==> src/rtl/in_port_ctrl_pkg.sv <==
`default_nettype none
// ============================================================================
// Module      : in_port_ctrl_pkg
// Description : Shared types and default constants for the CPU input-port
//               front end (controller state encoding, parameter defaults).
// Revision    : 1.0 - initial release
// ============================================================================
package in_port_ctrl_pkg;

  // Controller state; 2-bit encoding.
  typedef enum logic [1:0] {
    IDLE     = 2'd0,
    RAISE    = 2'd1,
    WAIT_ACK = 2'd2
  } state_t;

  localparam int c_data_w_default   = 8;  // must match the CPU port width
  localparam int c_depth_default    = 4;  // power of 2, >= 2
  localparam int c_int_hold_default = 2;  // cycles int is held high, >= 1

endpackage : in_port_ctrl_pkg
`default_nettype wire

==> src/rtl/in_port_ctrl_sync_fifo.sv <==
`default_nettype none
// ============================================================================
// Module      : sync_fifo
// Description : Single-clock FIFO with a combinational head output.
//               Pointers wrap naturally at DEPTH (power of 2); occupancy is
//               tracked in a separate counter covering 0..DEPTH.
// Ports       : clk, rst (async, active-low)
//               push / wdata  - write one entry (ignored when full)
//               pop           - retire the head entry (ignored when empty)
//               rdata         - current head entry (combinational)
//               full, empty   - occupancy flags
//               count         - current occupancy
// Revision    : 1.0 - initial release
// ============================================================================
module sync_fifo
  import in_port_ctrl_pkg::*;
#(
  parameter int DATA_W = c_data_w_default,
  parameter int DEPTH  = c_depth_default
) (
  input  logic                     clk,
  input  logic                     rst,
  input  logic                     push,
  input  logic                     pop,
  input  logic [DATA_W-1:0]        wdata,
  output logic [DATA_W-1:0]        rdata,
  output logic                     full,
  output logic                     empty,
  output logic [$clog2(DEPTH):0]   count
);

  localparam int c_ptr_w = $clog2(DEPTH);

  logic [DATA_W-1:0]  r_mem [DEPTH];
  logic [c_ptr_w-1:0] r_wr_ptr;
  logic [c_ptr_w-1:0] r_rd_ptr;
  logic [c_ptr_w:0]   r_count;
  logic               w_push;
  logic               w_pop;

  // Guard against overflow/underflow regardless of what the caller does.
  assign w_push = push && !full;
  assign w_pop  = pop && !empty;

  assign full  = (r_count == (c_ptr_w+1)'(DEPTH));
  assign empty = (r_count == '0);
  assign count = r_count;
  assign rdata = r_mem[r_rd_ptr];

  // Storage needs no reset: only pointer/count state defines validity.
  always_ff @(posedge clk) begin
    if (w_push) begin
      r_mem[r_wr_ptr] <= wdata;
    end
  end

  always_ff @(posedge clk or negedge rst) begin
    if (!rst) begin
      r_wr_ptr <= '0;
      r_rd_ptr <= '0;
      r_count  <= '0;
    end else begin
      if (w_push) begin
        r_wr_ptr <= r_wr_ptr + 1'b1;
      end
      if (w_pop) begin
        r_rd_ptr <= r_rd_ptr + 1'b1;
      end
      case ({w_push, w_pop})
        2'b10:   r_count <= r_count + 1'b1;
        2'b01:   r_count <= r_count - 1'b1;
        default: r_count <= r_count;
      endcase
    end
  end

endmodule : sync_fifo
`default_nettype wire

==> src/rtl/in_port_ctrl.sv <==
`default_nettype none
// ============================================================================
// Module      : in_port_ctrl
// Description : CPU input-port front end. Buffers source bytes in a FIFO,
//               presents the head byte on In_port, pulses the interrupt
//               request for INT_HOLD cycles per byte and retires the byte when
//               the CPU acknowledges it after its ISR has read the port.
// Ports       : clk, rst (async, active-low)
//               src_data/src_valid/src_ready - byte source handshake
//               cpu_rd_ack - 1-cycle pulse, CPU has consumed In_port
//               irq_mask   - blocks new interrupts (sampled only when idle)
//               In_port    - registered byte presented to the CPU
//               int_req    - registered interrupt request (the CPU int pin)
//               count      - FIFO occupancy
//               busy       - a byte is being offered to the CPU
// Revision    : 1.0 - initial release
// ============================================================================
module in_port_ctrl
  import in_port_ctrl_pkg::*;
#(
  parameter int DATA_W   = c_data_w_default,
  parameter int DEPTH    = c_depth_default,
  parameter int INT_HOLD = c_int_hold_default
) (
  input  logic                   clk,
  input  logic                   rst,
  input  logic [DATA_W-1:0]      src_data,
  input  logic                   src_valid,
  output logic                   src_ready,
  input  logic                   cpu_rd_ack,
  input  logic                   irq_mask,
  output logic [DATA_W-1:0]      In_port,
  output logic                   int_req,
  output logic [$clog2(DEPTH):0] count,
  output logic                   busy
);

  // Wide enough to hold INT_HOLD-1 even when INT_HOLD == 1.
  localparam int c_hold_w = $clog2(INT_HOLD + 1);

  state_t              r_state;
  logic [c_hold_w-1:0] r_hold;
  logic                w_full;
  logic                w_empty;
  logic [DATA_W-1:0]   w_head;
  logic                w_push;
  logic                w_pop;

  // Ready reflects the current occupancy only; a same-cycle pop does not
  // open the FIFO early.
  assign src_ready = !w_full;
  assign w_push    = src_valid && !w_full;
  // Acks outside WAIT_ACK are stray and must not retire anything.
  assign w_pop     = (r_state == WAIT_ACK) && cpu_rd_ack;
  assign busy      = (r_state != IDLE);

  sync_fifo #(
    .DATA_W (DATA_W),
    .DEPTH  (DEPTH)
  ) u_fifo (
    .clk   (clk),
    .rst   (rst),
    .push  (w_push),
    .pop   (w_pop),
    .wdata (src_data),
    .rdata (w_head),
    .full  (w_full),
    .empty (w_empty),
    .count (count)
  );

  always_ff @(posedge clk or negedge rst) begin
    if (!rst) begin
      r_state <= IDLE;
      r_hold  <= '0;
      In_port <= '0;
      int_req <= 1'b0;
    end else begin
      case (r_state)
        IDLE: begin
          // The mask only gates the start of a transaction.
          if (!w_empty && !irq_mask) begin
            r_state <= RAISE;
            In_port <= w_head;
            int_req <= 1'b1;
            r_hold  <= c_hold_w'(INT_HOLD - 1);
          end
        end
        RAISE: begin
          if (r_hold == '0) begin
            r_state <= WAIT_ACK;
            int_req <= 1'b0;
          end else begin
            r_hold <= r_hold - 1'b1;
          end
        end
        WAIT_ACK: begin
          // Returning through IDLE enforces a one-cycle gap before the next
          // interrupt so the CPU sees a clean rising edge.
          if (cpu_rd_ack) begin
            r_state <= IDLE;
          end
        end
        default: begin
          r_state <= IDLE;
          int_req <= 1'b0;
        end
      endcase
    end
  end

endmodule : in_port_ctrl
`default_nettype wire

==> config.mk <==
export PLATFORM = sky130hd
export DESIGN_NAME = in_port_ctrl
export DESIGN_NICKNAME = d
export VERILOG_FILES = /design/src/rtl/in_port_ctrl_pkg.sv /design/src/rtl/in_port_ctrl_sync_fifo.sv /design/src/rtl/in_port_ctrl.sv
export SDC_FILE = /design/constraint.sdc
export NUM_CORES = 1
export LEC_CHECK = 0
export CAP_MARGIN = 5
export CORE_UTILIZATION = 58
export DETAILED_ROUTE_END_ITERATION = 10
export HOLD_SLACK_MARGIN = 0.1
export PLACE_DENSITY = 0.9
export SETUP_SLACK_MARGIN = 0.5
export SLEW_MARGIN = 20
export SYNTH_ARGS = -nofsm -noshare
export SYNTH_HDL_FRONTEND = slang
export SYNTH_HIERARCHICAL = 1
export SYNTH_SLANG_ARGS = --single-unit
==> constraint.sdc <==
create_clock -name clk -period 4.1 [get_ports clk]
set_input_delay 0.615 -clock clk [delete_from_list [all_inputs] [get_ports clk]]
set_output_delay 0.615 -clock clk [all_outputs]
set_load 0.005 [all_outputs]
==> impl_metrics.py <==
metrics = {
    "pwr": {
        "switching_share": 0.2980,
        "vdd_drop_max_uv": 357.5,
        "power.leakage_nw": 0.9764,
        "total_power_mw": 1.858,
        "cellInternalPower_mw": 1.304,
        "switching_power_mw": 0.5536,
        "p_seq_frac": 0.474,
        "comb_power_share": 0.342,
        "power_frac_clock": 0.184,
        "p_per_area_nw_per_um2": 725.1,
    },
    "floorplan": {
        "num_rows": 21,
        "die_w_um": 62.81,
        "dieHeight_um": 62.81,
        "core_sq_um": 3442,
        "ioPinCount": 27,
        "die_area_sq_um": 3944,
        "start_util": 0.6230,
    },
    "sta": {
        "skew_ns": 0.004467,
        "fmax_mhz": 430.8,
        "period_share": 0.5661,
        "slew_headroom": 0.4274,
        "setup_violations": 0,
        "setup-tns-final_ns": 0,
        "slew_viol_final": 0,
        "worstMarginPinSlew_ns": 0.8562,
        "rsz0062_at_grt": "no",
        "fin_crit_ns": 2.321,
        "hold_viol": 0,
    },
    "drt": {
        "drtPass1Iterations": 4,
        "routed_wirelength_um": 3395,
        "vias": 1068,
        "drt-vias-per-instance": 5.367,
        "detail_route.wl_per_cell_um": 17.06,
        "dr.first_iter.drc_count": 38,
        "drc": 0,
        "ant_nets": 0,
    },
    "global_routing": {
        "track_usage": 0.2054,
        "grt_pass1_vias": 1177,
        "overflow": 0,
        "grt_pass1_wl_um": 5782,
        "grt_antenna_before_repair": 0,
        "grt_max_degree": 21,
    },
    "cells_and_area": {
        "final_cell_area_sq_um": 2562,
        "nets": 172,
        "area_growth_syn_to_layout_pct": 19.49,
        "utilization": 0.7445,
        "drive_above_1_share": 0.2157,
        "diodes": 0,
    },
    "clock_network": {
        "cts-resized-gates": 0,
        "post-cts-setup-buffers": 0,
        "cts_tree": "yes",
        "clock_sinks": 52,
        "clk_pin_slew_worst_paths_ns": 0.09,
        "cts_buffer_depth": 2,
        "cts_root_buffer": "clkbuf_8",
        "htree_levels": 2,
        "clk_latency_ns": 0.30,
        "holdBufCountCts": 0,
        "numCtsBuffers": 5,
    },
    "setup_path": {
        "endpoint_kind": "flop",
        "critPathLaunchType": "flop",
        "cp_max_fo": 7,
        "worstSetupPathType": "flop to flop",
        "arrival_ns": 2.55,
        "required_ns": 4.33,
    },
    "synth": {
        "syn_area_sq_um": 2145,
        "yosysMostFrequentCell": "edfxtp_1",
        "synth_cell_type_count": 31,
        "avgSynthCellArea_sq_um": 17.58,
        "ys_top_cells_by_count": "edfxtp_1 (32), dfrtp_1 (20), inv_1 (12)",
        "syn_inst": 122,
        "synth-main-ff-cell": "edfxtp_1",
        "synth_edf_count": 32,
        "seq_area_frac_synth": 0.6814,
        "ys_ff_latch": 52,
        "synth_fp_nets": 142,
        "synthTopCellsByArea": "edfxtp_1 (45%), dfrtp_1 (23%), mux4_2 (8.4%)",
        "yosys.area.top_type": "edfxtp_1",
        "async_flop_share": 0.3846,
        "synth_warnings": 6,
        "yosysTopAreaCellShare": 0.4481,
    },
    "placed_design": {
        "placed_cell_area_sq_um": 2442,
        "dp.final_hpwl_um": 2379,
        "place_congestion": 0.7119,
        "io_buffers": 26,
    },
    "status": {
        "outcome": "finished clean",
    },
    "flow_run": {
        "maxCapViolations": 0,
    },
    "min_path": {
        "hold_class": "flop to flop",
    },
}
worst max-delay path, stage by stage (launching register included):
cell	delay [ns]
dfrtp_1	0.49
nor3b_4	0.33
nor2b_1	0.08
nor2b_4	0.16
inv_1	0.08
ha_1	0.20
inv_1	0.06
fa_1	0.40
xor2_1	0.17
nor2_1	0.12
xor2_1	0.15
placed cells by master (no fill, tap or decap), types with 2 or more instances in the layout:
master	count
edfxtp_1	32
clkdlybuf4s50_1	26
dfrtp_1	20
inv_1	12
mux2_2	8
mux4_2	8
ha_1	6
clkbuf_8	5
and2_2	4
nor2_1	3
xnor2_1	3
xor2_1	3
o21ai_0	2
nor3_1	2
registers in the layout, summed over array words and instances, names as in the netlist:
signal	count
In_port	8
int_req	1
u_fifo/r_mem	32
r_state	2
u_fifo/r_wr_ptr	2
u_fifo/count	3
u_fifo/r_rd_ptr	2
r_hold	2
stage by stage:
stage,hold WS (ns),std cells,worst slack [ns]
3_5_place_dp,0.4732,191,1.534
2_1_floorplan,0.3194,122,2.071
3_3_place_gp,0.4581,191,1.617
4_1_cts,0.4849,199,1.796
5_1_grt,0.5090,199,1.644
6_report,0.4826,199,1.779
kinds of logic after synthesis:
| kind of cell | count (synthesis) | share of synthesized area |
|---|---|---|
| DFF | 52 | 0.6814 |
| muxes | 18 | 0.1377 |
| and+or+nand+nor | 18 | 0.06243 |
| buffers and inverters | 15 | 0.03033 |
| adders and majority gates | 7 | 0.04434 |
| AOI/OAI and AO/OA | 6 | 0.01925 |
| xor gates and xnor gates | 6 | 0.02451 |
area by class of cell:
| type | instances | area (sq um) |
|---|---|---|
| clock buffers | 5 | 68.82 |
| clock inverters | 3 | 42.54 |
| fillers | 197 | 879.6 |
| inverters | 12 | 45.04 |
| multi-input cells | 55 | 626.9 |
| flip-flops and latches | 52 | 1461 |
| well taps | 46 | 57.56 |
| repair buffers | 26 | 260.3 |
routing by layer:
metal  routed length [um]  vias up  track usage
met3                  163        8      0.07847
met2                 1806       31       0.3492
met1                 1361      532       0.2264
met4                   64        0      0.09593
met5                    0        -            0
li1                     -      497            -
worst paths after layout:
check | startpoint | end | slack, ns | cells past startpoint
worst max-delay path | u_fifo/count[0]$_DFFE_PN0P_ | u_fifo/count[2]$_DFFE_PN0P_ | 1.78 | 10
worst min-delay path | r_hold[0]$_DFFE_PN0P_ | r_hold[0]$_DFFE_PN0P_ | 0.48 | 1
worst max register to register | u_fifo/count[0]$_DFFE_PN0P_ | u_fifo/count[2]$_DFFE_PN0P_ | 1.78 | 10
worst min register to register | r_hold[0]$_DFFE_PN0P_ | r_hold[0]$_DFFE_PN0P_ | 0.48 | 1
max in group asynchronous | rst | u_fifo/r_wr_ptr[0]$_DFFE_PN0P_ | 2.78 | 1
min in group asynchronous | rst | In_port[2]$_DFFE_PN0P_ | 0.80 | 1
power by group through the flow:
stage	clock network, mW	logic (mW)	registers (mW)
after floorplan	0	0.437	0.824
after global placement	0	0.596	0.871
after detailed placement	0	0.636	0.888
after CTS	0.350	0.640	0.878
after global routing	0.371	0.698	0.906
final	0.341	0.636	0.880
Note: power is estimated with default switching activity, not from simulation.
==> variant: new RTL, same flow settings <==
Register the output `count`, with the module's reset; this adds one clock of latency there. The other outputs are not delayed to match.
--- a/src/rtl/in_port_ctrl.sv
+++ b/src/rtl/in_port_ctrl.sv
@@ -38,6 +38,8 @@
   // Wide enough to hold INT_HOLD-1 even when INT_HOLD == 1.
   localparam int c_hold_w = $clog2(INT_HOLD + 1);
 
+  logic [$clog2(DEPTH):0] count_d;
+
   state_t              r_state;
   logic [c_hold_w-1:0] r_hold;
   logic                w_full;
@@ -66,7 +68,7 @@
     .rdata (w_head),
     .full  (w_full),
     .empty (w_empty),
-    .count (count)
+    .count (count_d)
   );
 
   always_ff @(posedge clk or negedge rst) begin
@@ -109,6 +111,14 @@
     end
   end
 
+  always_ff @(posedge clk or negedge rst) begin
+    if (!rst) begin
+      count <= '0;
+    end else begin
+      count <= count_d;
+    end
+  end
+
 endmodule : in_port_ctrl
 `default_nettype wire
 
Function: changed (Yosys sat finds a counterexample within 4 cycles, from zero or initial values and one cycle with rst low).
==> variant against the unedited design <==
- first-iteration DRC count is 32% higher
- worst setup slack better by 0.11 ns
- synthesized area up 3.8%
- non-clock buffer count stayed put
- synthesized cell count is 4.1% higher
- total power fell by 0.23%
- routed wire length up 5.5%
- sequential share of layout area is 1.8 points higher
- design area increased by 2.0%
- sequential cell count increased by 3
- critical endpoint unchanged
==> variant: results (changes against the unedited design) <==
| Metric | Value |
|---|---|
| Outcome | complete, no violations |
| Number of global-route vias before repair | 1267 (+7.6%) |
| Min-delay worst type | in2async |
| PortBufs | 26 (unchanged) |
| Leak pwr | 0.995 nW (+1.9%) |
| Sequential fraction of the synthesis area | 0.690 (+0.00883) |
| Antenna violations before repair | 0 (unchanged) |
| Clock Pin Slew Worst Setup and Hold Paths | 0.09 ns (about the same) |
| EDFF count, synth | 32 (unchanged) |
| Commonest cells in the netlist | edfxtp_1 (32), dfrtp_1 (23), inv_1 (11) |
| Fill count | 219 (+11%) |
| Ys async rst share | 0.418 (+0.0336) |
| Share of cells above drive strength 1 | 0.215 (-0.000496) |
| CP Data Arrival Time | 2.44 ns (-0.11 ns) |
| Slew headroom | 0.559 (+0.131) |
| Top delay family on crit path | buffers and inverters |
| Post-detail-place hpwl | 2490 µm (+4.8%) |
| Critical-path maximum fanout | 3 (-4) |
| CTS Buf Count | 5 (unchanged) |
| Largest net degree at the start of global routing | 24 (+14%) |
| Bufs on Longest Clock Path | 2 (unchanged) |
| Syn nets | 147 (+3.5%) |
| Post-CTS Resized | 0 (unchanged) |
| Global-route wire length before repair | 6080 µm (+5.1%) |
| Worst-path cell with the longest stage delay | clkdlybuf4s50_1 |
| Slowest stage delay, CP | 0.47 ns (-0.02 ns) |
| Ranking of synthesized cells by area | edfxtp_1 (43%), dfrtp_1 (26%), mux4_2 (8.1%) |
| Post-synth cell types | 30 (-3.2%) |
| Placer Congestion | 0.708 (-0.49%) |
| Post-CTS Repair Setup Buffers | 0 (unchanged) |
| Critical path startpoint | cpu_rd_ack |
| Clock root cell | clkbuf_8 |
| DR vias | 1129 (+5.7%) |
| Total GRT Usage | 0.209 (+0.00363) |
| Warnings, synthesis | 6 (unchanged) |
| Hold-fix buffers, CTS | 0 (unchanged) |
| CTS H-Tree Depth | 2 (unchanged) |
| Drt pass-1 iters | 4 (unchanged) |
| Peak supply drop | 0.000410 V (+15%) |
| Regs by FF count | u_fifo/r_mem x32, In_port x8 |
| Synth Flop Type | edfxtp_1 |
| Crit Reg-Reg Startpoint | u_fifo/count[0] |
| Worst-Skew Late Latency | 0.31 ns |
| Reg area | 1540 µm² (+5.1%) |
| Drt first-iter violations | 50 (+32%) |
| Nets | 177 (+2.9%) |
| Setup Skew | 0.00519 ns (+0.000721 ns) |
| Final WL | 3580 µm (+5.5%) |
| Ant diodes | 0 (unchanged) |
variant: worst reg2reg max path: stages (launching register included):
cell	delay [ns]
dfrtp_1	0.48
nor3b_4	0.30
nor2b_1	0.08
nor2b_4	0.16
inv_1	0.07
ha_1	0.17
inv_1	0.06
fa_1	0.37
xor2_1	0.15
nor2_1	0.12
xor2_1	0.16
variant: final cells by class:
cell class,instances,share of cell area
Multi-Input combinational cell,58,0.243
Timing Repair Buffer,26,0.0977
Tap cell,48,0.0230
Sequential cell,55,0.588
Inverter,11,0.0158
Clock buffer,6,0.0278
Clock inverter,2,0.00479
variant: worst paths after layout:
path	endpoint	slack (ns)	cells past startpoint
max	u_fifo/count[2]	1.88	10
min	In_port[2]	0.27	1
max reg2reg	u_fifo/count[2]	1.91	10
min reg2reg	count[2]	0.50	0
max in group asynchronous	u_fifo/count[0]	3.48	1
min in group clk	count[2]	0.50	0
variant: power by group:
group / switching [mW] / total, mW / internal [mW]
logic: 0.253 / 0.644 / 0.390
registers: 0.150 / 0.926 / 0.776
clock network: 0.165 / 0.285 / 0.120
total: 0.568 / 1.85 / 1.29
variant: layer usage:
layer | GRT usage | vias to the layer above | wire (µm)
li1 | - | 516 | -
met1 | 0.264 | 584 | 1490
met2 | 0.350 | 20 | 1910
met3 | 0.0375 | 9 | 90
met4 | 0.102 | 0 | 83
met5 | 0 | - | 0
variant: cell families after synthesis:
| logic type | after synthesis | synth area share |
|---|---|---|
| compound gates | 6 | 0.0174 |
| xor+xnor | 6 | 0.0236 |
| fa+ha+maj | 7 | 0.0427 |
| buf+inv | 14 | 0.0247 |
| flops | 55 | 0.690 |
| mux | 18 | 0.133 |
| simple gates | 21 | 0.0686 |
variant: metrics by stage:
step / area, µm² / cells / hold WS [ns] / setup slack (ns)
after floorplan: 2230 / 127 / 0.319 / 2.09
after global routing: 2610 / 206 / 0.306 / 1.75
after global placement: 2530 / 198 / 0.467 / 1.64
after CTS: 2620 / 206 / 0.503 / 1.87
after detailed placement: 2530 / 198 / 0.476 / 1.56
final: 2610 / 206 / 0.268 / 1.88
